[config.mk]
export PLATFORM = sky130hd
export DESIGN_NAME = bp_meta_update_sched_flat
export DESIGN_NICKNAME = d
export VERILOG_FILES = /design/src/rtl/bp_meta_update_sched_if.sv /design/src/rtl/bp_meta_update_sched.sv /design/src/flat_wrapper.sv
export SDC_FILE = /design/constraint.sdc
export NUM_CORES = 1
export LEC_CHECK = 0
export CAP_MARGIN = 25
export CORE_AREA = 2 2 121 123
export DETAILED_ROUTE_END_ITERATION = 8
export DIE_AREA = 0 0 123 125
export GPL_ROUTABILITY_DRIVEN = 0
export GPL_TIMING_DRIVEN = 0
export HOLD_SLACK_MARGIN = 0.15
export PLACE_DENSITY = 0.52
export SYNTH_ARGS = -nofsm -noshare
export SYNTH_HDL_FRONTEND = slang
export SYNTH_SLANG_ARGS = --single-unit
[constraint.sdc]
create_clock -name clk -period 4.2 [get_ports clk]
set_clock_uncertainty 0.2 [all_clocks]
set_input_delay 0.63 -clock clk [delete_from_list [all_inputs] [get_ports clk]]
set_output_delay 0.63 -clock clk [all_outputs]
set_load 0.005 [all_outputs]
[src/rtl/bp_meta_update_sched_if.sv]
// Writeback update channel and meta-table port of the meta update scheduler.
// The scheduler uses the slave view; the writeback stage and table side use master.
interface bp_meta_update_sched_if #(
   parameter int IDX_BITS = 8
);
   logic                upd_valid;
   logic [15:0]         upd_pc;
   logic                upd_lc_correct;
   logic                upd_gl_correct;
   logic                upd_ready;
   logic [IDX_BITS-1:0] tbl_idx;
   logic [1:0]          tbl_rdata;
   logic                tbl_we;
   logic [1:0]          tbl_wdata;

   modport master (
      output upd_valid, upd_pc, upd_lc_correct, upd_gl_correct,
      input  upd_ready,
      input  tbl_idx, tbl_we, tbl_wdata,
      output tbl_rdata
   );

   modport slave (
      input  upd_valid, upd_pc, upd_lc_correct, upd_gl_correct,
      output upd_ready,
      output tbl_idx, tbl_we, tbl_wdata,
      input  tbl_rdata
   );
endinterface

[src/rtl/bp_meta_update_sched.sv]
// Meta (choice) table update scheduler: queues resolved branches, applies them as
// serialized read-modify-writes, and sweeps the table to INIT_STATE after reset/flush.
module bp_meta_update_sched #(
   parameter int         IDX_BITS   = 8,
   parameter int         QDEPTH     = 4,
   parameter logic [1:0] INIT_STATE = 2'b01
) (
   input  logic                    clk,
   input  logic                    reset_n,
   input  logic                    flush,
   bp_meta_update_sched_if.slave   bus,
   output logic                    pred_enable,
   output logic [15:0]             upd_count
);
   localparam int PTR_BITS = $clog2(QDEPTH);
   localparam int ENT_BITS = IDX_BITS + 2;
   localparam logic [PTR_BITS:0] FULL_CNT = QDEPTH[PTR_BITS:0];

   typedef enum logic [1:0] {
      ST_INIT = 2'd0,
      ST_IDLE = 2'd1,
      ST_RMW  = 2'd2
   } state_t;

   state_t                state_r;
   state_t                state_nxt_s;
   logic [IDX_BITS-1:0]   sweep_r;
   logic [IDX_BITS-1:0]   hold_idx_r;
   logic                  hold_inc_r;
   logic [ENT_BITS-1:0]   fifo_mem_r [QDEPTH];
   logic [PTR_BITS-1:0]   wr_ptr_r;
   logic [PTR_BITS-1:0]   rd_ptr_r;
   logic [PTR_BITS:0]     count_r;
   logic [PTR_BITS:0]     count_nxt_s;
   logic                  upd_ready_r;
   logic                  pred_enable_r;
   logic [15:0]           upd_count_r;

   logic                  push_s;
   logic                  pop_s;
   logic                  fifo_empty_s;
   logic                  rmw_write_s;
   logic [ENT_BITS-1:0]   entry_s;
   logic [ENT_BITS-1:0]   head_s;
   logic [IDX_BITS-1:0]   head_idx_s;
   logic                  head_lc_s;
   logic                  head_gl_s;
   logic                  unused_pc_bits_s;

   // Saturating 2-bit counter step toward local (inc) or global (dec).
   function automatic logic [1:0] meta_next(input logic [1:0] cur, input logic inc);
      logic [1:0] res;
      if (inc) begin
         if (cur == 2'b11) res = 2'b11;
         else              res = cur + 2'b01;
      end else begin
         if (cur == 2'b00) res = 2'b00;
         else              res = cur - 2'b01;
      end
      return res;
   endfunction

   assign entry_s          = {bus.upd_pc[IDX_BITS:1], bus.upd_lc_correct, bus.upd_gl_correct};
   assign unused_pc_bits_s = ^{bus.upd_pc[15:IDX_BITS+1], bus.upd_pc[0]};
   assign head_s           = fifo_mem_r[rd_ptr_r];
   assign head_idx_s       = head_s[ENT_BITS-1:2];
   assign head_lc_s        = head_s[1];
   assign head_gl_s        = head_s[0];
   assign fifo_empty_s     = (count_r == {(PTR_BITS+1){1'b0}});
   // upd_ready_r is already low in INIT and when full, so it fully qualifies the push.
   assign push_s           = bus.upd_valid && upd_ready_r && !flush;
   assign rmw_write_s      = (state_r == ST_RMW) && !flush;

   // Next-state logic and FIFO pop decision.
   always_comb begin
      state_nxt_s = state_r;
      pop_s       = 1'b0;
      if (flush) begin
         state_nxt_s = ST_INIT;
      end else begin
         case (state_r)
            ST_INIT: begin
               if (sweep_r == {IDX_BITS{1'b1}}) state_nxt_s = ST_IDLE;
               else                             state_nxt_s = ST_INIT;
            end
            ST_IDLE: begin
               if (!fifo_empty_s) begin
                  pop_s = 1'b1;
                  if (head_lc_s != head_gl_s) state_nxt_s = ST_RMW;
                  else                        state_nxt_s = ST_IDLE;
               end else begin
                  state_nxt_s = ST_IDLE;
               end
            end
            ST_RMW:  state_nxt_s = ST_IDLE;
            default: state_nxt_s = ST_INIT;
         endcase
      end
   end

   // FIFO occupancy after this cycle's push/pop or flush.
   always_comb begin
      if (flush) count_nxt_s = {(PTR_BITS+1){1'b0}};
      else       count_nxt_s = count_r + (PTR_BITS+1)'(push_s) - (PTR_BITS+1)'(pop_s);
   end

   // Table port drive; the write enable is forced low while reset is asserted.
   always_comb begin
      bus.tbl_we    = 1'b0;
      bus.tbl_idx   = sweep_r;
      bus.tbl_wdata = 2'b00;
      case (state_r)
         ST_INIT: begin
            bus.tbl_we    = reset_n;
            bus.tbl_idx   = sweep_r;
            bus.tbl_wdata = INIT_STATE;
         end
         ST_IDLE: begin
            bus.tbl_we    = 1'b0;
            bus.tbl_idx   = head_idx_s;
            bus.tbl_wdata = 2'b00;
         end
         ST_RMW: begin
            bus.tbl_we    = reset_n && rmw_write_s;
            bus.tbl_idx   = hold_idx_r;
            bus.tbl_wdata = meta_next(bus.tbl_rdata, hold_inc_r);
         end
         default: begin
            bus.tbl_we    = 1'b0;
            bus.tbl_idx   = sweep_r;
            bus.tbl_wdata = 2'b00;
         end
      endcase
   end

   // FSM state and init sweep counter.
   always_ff @(posedge clk or negedge reset_n) begin
      if (!reset_n) begin
         state_r <= ST_INIT;
         sweep_r <= {IDX_BITS{1'b0}};
      end else begin
         state_r <= state_nxt_s;
         if (flush)                    sweep_r <= {IDX_BITS{1'b0}};
         else if (state_r == ST_INIT)  sweep_r <= sweep_r + IDX_BITS'(1);
         else                          sweep_r <= sweep_r;
      end
   end

   // Index and direction of the update whose write happens in RMW.
   always_ff @(posedge clk or negedge reset_n) begin
      if (!reset_n) begin
         hold_idx_r <= {IDX_BITS{1'b0}};
         hold_inc_r <= 1'b0;
      end else if (pop_s && (head_lc_s != head_gl_s)) begin
         hold_idx_r <= head_idx_s;
         hold_inc_r <= head_lc_s;
      end
   end

   // Update FIFO storage and pointers.
   always_ff @(posedge clk or negedge reset_n) begin
      if (!reset_n) begin
         wr_ptr_r <= {PTR_BITS{1'b0}};
         rd_ptr_r <= {PTR_BITS{1'b0}};
         count_r  <= {(PTR_BITS+1){1'b0}};
         for (int i = 0; i < QDEPTH; i++) fifo_mem_r[i] <= {ENT_BITS{1'b0}};
      end else begin
         if (flush) begin
            wr_ptr_r <= {PTR_BITS{1'b0}};
            rd_ptr_r <= {PTR_BITS{1'b0}};
         end else begin
            if (push_s) wr_ptr_r <= wr_ptr_r + PTR_BITS'(1);
            if (pop_s)  rd_ptr_r <= rd_ptr_r + PTR_BITS'(1);
         end
         count_r <= count_nxt_s;
         if (push_s) fifo_mem_r[wr_ptr_r] <= entry_s;
      end
   end

   // Registered status outputs and saturating update-write counter.
   always_ff @(posedge clk or negedge reset_n) begin
      if (!reset_n) begin
         upd_ready_r   <= 1'b0;
         pred_enable_r <= 1'b0;
         upd_count_r   <= 16'h0000;
      end else begin
         upd_ready_r   <= (state_nxt_s != ST_INIT) && (count_nxt_s != FULL_CNT);
         pred_enable_r <= (state_nxt_s != ST_INIT);
         if (rmw_write_s && (upd_count_r != 16'hFFFF)) upd_count_r <= upd_count_r + 16'h0001;
      end
   end

   assign bus.upd_ready = upd_ready_r;
   assign pred_enable   = pred_enable_r;
   assign upd_count     = upd_count_r;

endmodule

[src/flat_wrapper.sv]
// flat-port wrapper written by rule: the top's interface ports become plain ports
module bp_meta_update_sched_flat 
#(
   parameter int         IDX_BITS   = 8,
   parameter int         QDEPTH     = 4,
   parameter logic [1:0] INIT_STATE = 2'b01
)
  (clk, reset_n, flush, pred_enable, upd_count, bus_upd_valid, bus_upd_pc, bus_upd_lc_correct, bus_upd_gl_correct, bus_upd_ready, bus_tbl_idx, bus_tbl_we, bus_tbl_wdata, bus_tbl_rdata);
  bp_meta_update_sched_if #(.IDX_BITS(IDX_BITS)) bus_i ();
  input  logic clk;
  input  logic reset_n;
  input  logic flush;
  output logic pred_enable;
  output logic [15:0] upd_count;
  input wire logic [$bits(bus_i.upd_valid)-1:0] bus_upd_valid;
  input wire logic [$bits(bus_i.upd_pc)-1:0] bus_upd_pc;
  input wire logic [$bits(bus_i.upd_lc_correct)-1:0] bus_upd_lc_correct;
  input wire logic [$bits(bus_i.upd_gl_correct)-1:0] bus_upd_gl_correct;
  output wire logic [$bits(bus_i.upd_ready)-1:0] bus_upd_ready;
  output wire logic [$bits(bus_i.tbl_idx)-1:0] bus_tbl_idx;
  output wire logic [$bits(bus_i.tbl_we)-1:0] bus_tbl_we;
  output wire logic [$bits(bus_i.tbl_wdata)-1:0] bus_tbl_wdata;
  input wire logic [$bits(bus_i.tbl_rdata)-1:0] bus_tbl_rdata;
  assign bus_i.upd_valid = bus_upd_valid;
  assign bus_i.upd_pc = bus_upd_pc;
  assign bus_i.upd_lc_correct = bus_upd_lc_correct;
  assign bus_i.upd_gl_correct = bus_upd_gl_correct;
  assign bus_upd_ready = bus_i.upd_ready;
  assign bus_tbl_idx = bus_i.tbl_idx;
  assign bus_tbl_we = bus_i.tbl_we;
  assign bus_tbl_wdata = bus_i.tbl_wdata;
  assign bus_i.tbl_rdata = bus_tbl_rdata;
  bp_meta_update_sched #(.IDX_BITS(IDX_BITS), .QDEPTH(QDEPTH), .INIT_STATE(INIT_STATE)) u_core (.clk(clk), .reset_n(reset_n), .flush(flush), .bus(bus_i), .pred_enable(pred_enable), .upd_count(upd_count));
endmodule
# After elaboration in Yosys (flattened, before gate mapping)
# Index checks and enable logic that the tools add are counted.
[totals]
register_bits = 84
inputBits = 24
output_inout_bits = 29
elab_cells = 77
[classes]
addsub = 8
n_lt_le_gt_ge = 3
eq_ne = 7
mux = 27
bitwise = 2
n_reduce_logical = 16
[ops]
columns = ["cell", "count"]
rows = [
  ["40-bit bitwise mux", 1],
  ["10-bit 2-to-1 mux", 3],
  ["10-bit binary-select mux with 2-bit select", 1],
  ["10-bit demux with 2-bit select", 1],
  ["2-bit 2-to-1 mux", 10],
  ["16-bit by 1-bit adder with 16-bit output, second input constant", 1],
  ["8-bit 2-to-1 mux", 2],
  ["16-bit != test, second input constant", 1],
  ["8-bit one-hot mux with 2 select lines", 1],
  ["8-bit by 1-bit adder with 8-bit output, second input constant", 1],
  ["8-bit == test, second input constant", 1],
  ["1-bit logical AND", 8],
  ["2-bit nonzero test", 4],
  ["2-bit by 1-bit adder with 2-bit output, second input constant", 3],
  ["3-bit greater-or-equal comparator, second input constant", 2],
  ["2-bit NOT with 3-bit output", 2],
  ["2-bit one-hot mux with 3 select lines", 1],
  ["2-bit == test, second input constant", 2],
  ["2-bit logical NOT", 2],
  ["1-bit 2-to-1 mux", 4],
  ["2-bit one-hot mux with 2 select lines", 1],
  ["3-bit by 1-bit adder with 3-bit output", 1],
  ["3-bit logical NOT", 1],
  ["3-bit by 1-bit < comparator with 1-bit output, second input constant", 1],
  ["other kinds (8)", 8],
]

# Depth between registers and ports, before layout
[depth]
ltp_word = 11
depth_mapped = 11
depth_no_buf = 11

# Worst setup path before layout
# OpenSTA, ideal clock, no wires.
[synth_timing]
path_kind = "reg-to-reg"
from = "register u_core.count_r[1]"
to = "register u_core.upd_ready_r, in the netlist u_core.bus.upd_ready"
setup_time_ns = 0.077
arrival_time_ns = 2.333
required_time_ns = 3.923
path_slack_ns = 1.590
path_stages_with_launch = 10
path_buffers = 0
period_less_slack_ns = 2.610
cell_sequence = "dfrtp_1 > or3_2 > nor3b_4 > ha_1 > inv_1 > ha_1 > fa_1 > nor2b_1 > nor2_1 > a21oi_1"
[synth_between]
elab_chain_len = 8
elab_cells_between_ends = 13
classes_between = "add/sub: 2; eq/ne: 1; mux: 7; reduce/logical: 3"
[synth_lines]
columns = ["item", "line", "rtl"]
rows = [
  ["start, declared", "bp_meta_update_sched.sv:33", "logic [PTR_BITS:0] count_r;"],
  ["start signal, assigned", "bp_meta_update_sched.sv:165", "count_r <= {(PTR_BITS+1){1'b0}};"],
  ["start signal, assigned", "bp_meta_update_sched.sv:175", "count_r <= count_nxt_s;"],
  ["3-bit logical NOT", "bp_meta_update_sched.sv:69", "assign fifo_empty_s = (count_r == {(PTR_BITS+1){1'b0}});"],
  ["1-bit 2-to-1 mux", "bp_meta_update_sched.sv:87", "if (!fifo_empty_s) begin"],
  ["1-bit 2-to-1 mux", "bp_meta_update_sched.sv:81", "case (state_r)"],
  ["1-bit 2-to-1 mux", "bp_meta_update_sched.sv:78", "if (flush) begin"],
  ["3-bit by 1-bit subtractor with 3-bit output *", "bp_meta_update_sched.sv:104", "else count_nxt_s = count_r + (PTR_BITS+1)'(push_s) - (PTR_BITS+1)'(pop_s);"],
  ["3-bit 2-to-1 mux *", "bp_meta_update_sched.sv:103", "if (flush) count_nxt_s = {(PTR_BITS+1){1'b0}};"],
  ["named net u_core.count_nxt_s[1]", "bp_meta_update_sched.sv:34", "logic [PTR_BITS:0] count_nxt_s;"],
  ["3-bit != test *", "bp_meta_update_sched.sv:187", "upd_ready_r <= (state_nxt_s != ST_INIT) && (count_nxt_s != FULL_CNT);"],
  ["1-bit logical AND *", "bp_meta_update_sched.sv:187", ""],
  ["end signal, assigned", "bp_meta_update_sched.sv:187", ""],
  ["end, declared", "bp_meta_update_sched.sv:35", "logic upd_ready_r;"],
]
# Mark *: on every way through the listed nets, which the timed path passes. The rest lies on a longest branch.
# A chain may end at the register's enable or synchronous reset.

# Final worst setup path
[layout_timing]
from = "input port reset_n"
to = "output port bus_tbl_we"
[layout_between]
elab_chain_len = 2
[layout_lines]
columns = ["item", "line", "rtl"]
rows = [
  ["start, declared", "flat_wrapper.sv:11", "input logic reset_n;"],
  ["1-bit logical AND", "bp_meta_update_sched.sv:124", "bus.tbl_we = reset_n && rmw_write_s;"],
  ["1-bit one-hot mux with 2 select lines *", "bp_meta_update_sched.sv:112", "case (state_r)"],
  ["end, declared", "flat_wrapper.sv:21", "output wire logic [$bits(bus_i.tbl_we)-1:0] bus_tbl_we;"],
]
# Every way passes the cells marked *; elsewhere a longest branch is shown, timed or not.

==> impl_metrics.yaml <==
outcome:
  status: "finished, final reports clean"
placed_design:
  hpwl_um: 6080
  port_buffers: 44
  dp_slack_ns: 1.00
floorplanning:
  dieHeight_um: 125
  die_area_mm2: 0.0154
  die_x_um: 123
  start_util: 0.291
  row_count: 44
  io_pins: 53
  coreArea_mm2: 0.0142
critical_path:
  cp.arrival_ns: 2.67
  cp_slowest_cell: "dlygate4sd3_1"
  required_ns: 3.37
  critPathCaptureType: "output pin"
  reg2reg_from: "u_core.count_r[1]"
  slowest_delay_ns: 0.53
  setup.worst_path.class: "input port to output pin"
  start_kind: "input port"
  crit_path_start: "reset_n"
  cp_cell_sequence: "dlygate4sd3_1 > buf_4 > buf_16 > a21boi_0 > clkdlybuf4s50_1"
  cp_max_fo: 52
grt:
  grt_pass1_wl_um: 14500
  overflow: 0
  antenna_found_initial: 0
  grt_usage: 0.123
  grt_max_degree: 53
  grt_pass1_vias: 2802
timing:
  rsz0062_at_grt: "false"
  max_freq_mhz: 286
  period_share: 0.833
  hold_violations: 0
  period_minus_slack_ns: 3.50
  fin_ws_ns: 0.699
  relSlewSlack: 0.607
  drv_slew: 0
  fin_hold_ws_ns: 0.288
  setup_viol: 0
  tightestPinTransition_ns: 0.586
route:
  vias_per_cell: 4.76
  finalWirelength_um: 8630
  num_vias: 2704
  firstDrtPassIters: 4
  drt-initial-drc-count: 132
  drtAntennaViolNets: 0
  routedWlPerCell_um: 15.2
  drc: 0
synthesis:
  syn_area_per_cell_um2: 12.8
  ys_async_sr_fraction: 1.00
  yosysTopAreaCell: "dfrtp_1"
  synth_edf_count: 0
  ys_types: 46
  synth_top_area_frac: 0.509
  ys_seq_area_frac: 0.509
  syn_area_mm2: 0.00413
  synth_cells: 322
  ys_ff_latch: 84
  ys_top_cells_by_area: "dfrtp_1, mux2_2, xor2_1"
  yosysWarnings: 0
  synth_ff_type: "dfrtp_1"
  synth_nets: 359
hold_path:
  hp-start: "u_core.upd_count[11]"
  min_path_type: "flip-flop to flip-flop"
finish:
  layout_common_cells: "dfrtp_1, clkdlybuf4s50_1, mux2_2"
  antenna_cells: 0
  nNetsFinal: 416
  regArea_mm2: 0.00210
  mostFrequentLayoutCell: "dfrtp_1"
  drive_gt1_frac: 0.216
  fillers: 1394
  multiInputGateArea_mm2: 0.00192
  area.growth.synth_to_final_pct: 24.4
cts:
  ctsResizeCount: 0
  path_clk_slew_ns: 0.07
  cts_root_buf: "clkbuf_16"
  clkSinkCount: 84
  numCtsBuffers: 9
  htreeDepth: 3
  cts_tree: "done"
  clk_latency_ns: 0.34
  clock_path_buffers: 2
power:
  power.density_mw_per_mm2: 332
  leakagePower_uw: 0.00244
  ir_drop_v: 0.000240
job:
  cap_viol_max_count: 0
==> worst paths after layout <==
path / slack [ns] / to / cells after the start
min in group asynchronous: 0.59 / u_core.count_r[1] / 2
worst min register to register: 0.29 / u_core.upd_count[11] / 1
worst min-delay path: 0.29 / u_core.upd_count[11] / 1
max in group asynchronous: 2.60 / u_core.fifo_mem_r[32] / 3
worst max-delay path: 0.70 / bus_tbl_we / 5
worst max register to register: 1.39 / u_core.bus.upd_ready / 9
==> repair_timing <==
action                                 CTS  global route
setup buffers                            0             0
hold buffers                             1             0
endpoints found under the hold margin   33             0
==> final cells by class <==
type,instances,area share
Sequential cell,84,0.409
Clock inverter,7,0.0149
Inverter,12,0.00877
Multi-Input combinational cell,215,0.373
Timing Repair Buffer,46,0.0925
Buffer,11,0.0129
Clock buffer,9,0.0438
Tap cell,184,0.0448
==> cells by family after synthesis <==
| kind of cell | synth area share |
|---|---|
| compound gates | 0.0448 |
| mux | 0.203 |
| flops | 0.509 |
| simple gates | 0.116 |
| xor+xnor | 0.0569 |
| fa+ha+maj | 0.0436 |
| buf+inv | 0.0270 |
==> layer usage <==
layer	vias up	GRT usage	wire [um]
li1	1274	-	-
met1	1371	0.155	3930
met2	49	0.201	4230
met3	10	0.0397	341
met4	0	0.0381	126
met5	-	0	0
==> power by group <==
group,total [uW],internal (uW),switching (uW)
logic,77.5,38.2,39.3
clock network,803,464,338
registers,826,819,6.47
==> Yosys cell counts (3+ instances only) <==
cell type / number
nor2_1: 21
clkbuf_1: 7
inv_1: 12
o21ai_0: 3
nor4_1: 3
nand2_1: 18
dfrtp_1: 84
mux4_2: 4
xor2_1: 21
and4_1: 3
ha_1: 12
mux2_2: 41
xnor2_1: 4
nand3_1: 6
mux2_4: 8
a22oi_1: 8
nor3_1: 8
mux4_1: 6
nand4_1: 7
a21oi_1: 13
==> flip-flops by register name, indices dropped and copies added (netlist names) <==
| name | cells |
|---|---|
| u_core.bus.upd_ready | 1 |
| u_core.count_r | 3 |
| u_core.fifo_mem_r | 40 |
| u_core.hold_idx_r | 8 |
| u_core.hold_inc_r | 1 |
| u_core.pred_enable | 1 |
| u_core.rd_ptr_r | 2 |
| u_core.state_r | 2 |
| u_core.sweep_r | 8 |
| u_core.upd_count | 16 |
| u_core.wr_ptr_r | 2 |
==> critical path, delay by kind of cell <==
| kind | cells | cell delay (ns) |
|---|---|---|
| buffers and inverters | 4 | 1.78 |
| AOI/OAI and AO/OA | 1 | 0.24 |
==> stage by stage <==
stage	utilization	instances	area [um^2]	TNS, ns	power (uW)
6_report	0.362	568	5140	0	1710
5_1_grt	0.362	568	5140	0	1780
4_1_cts	0.362	568	5140	0	1740
3_5_place_dp	0.340	551	4830	0	921
3_3_place_gp	0.338	550	4800	-71.23	915
2_1_floorplan	-	322	4130	0	868
No activity file was read; power rests on OpenSTA's default activity.
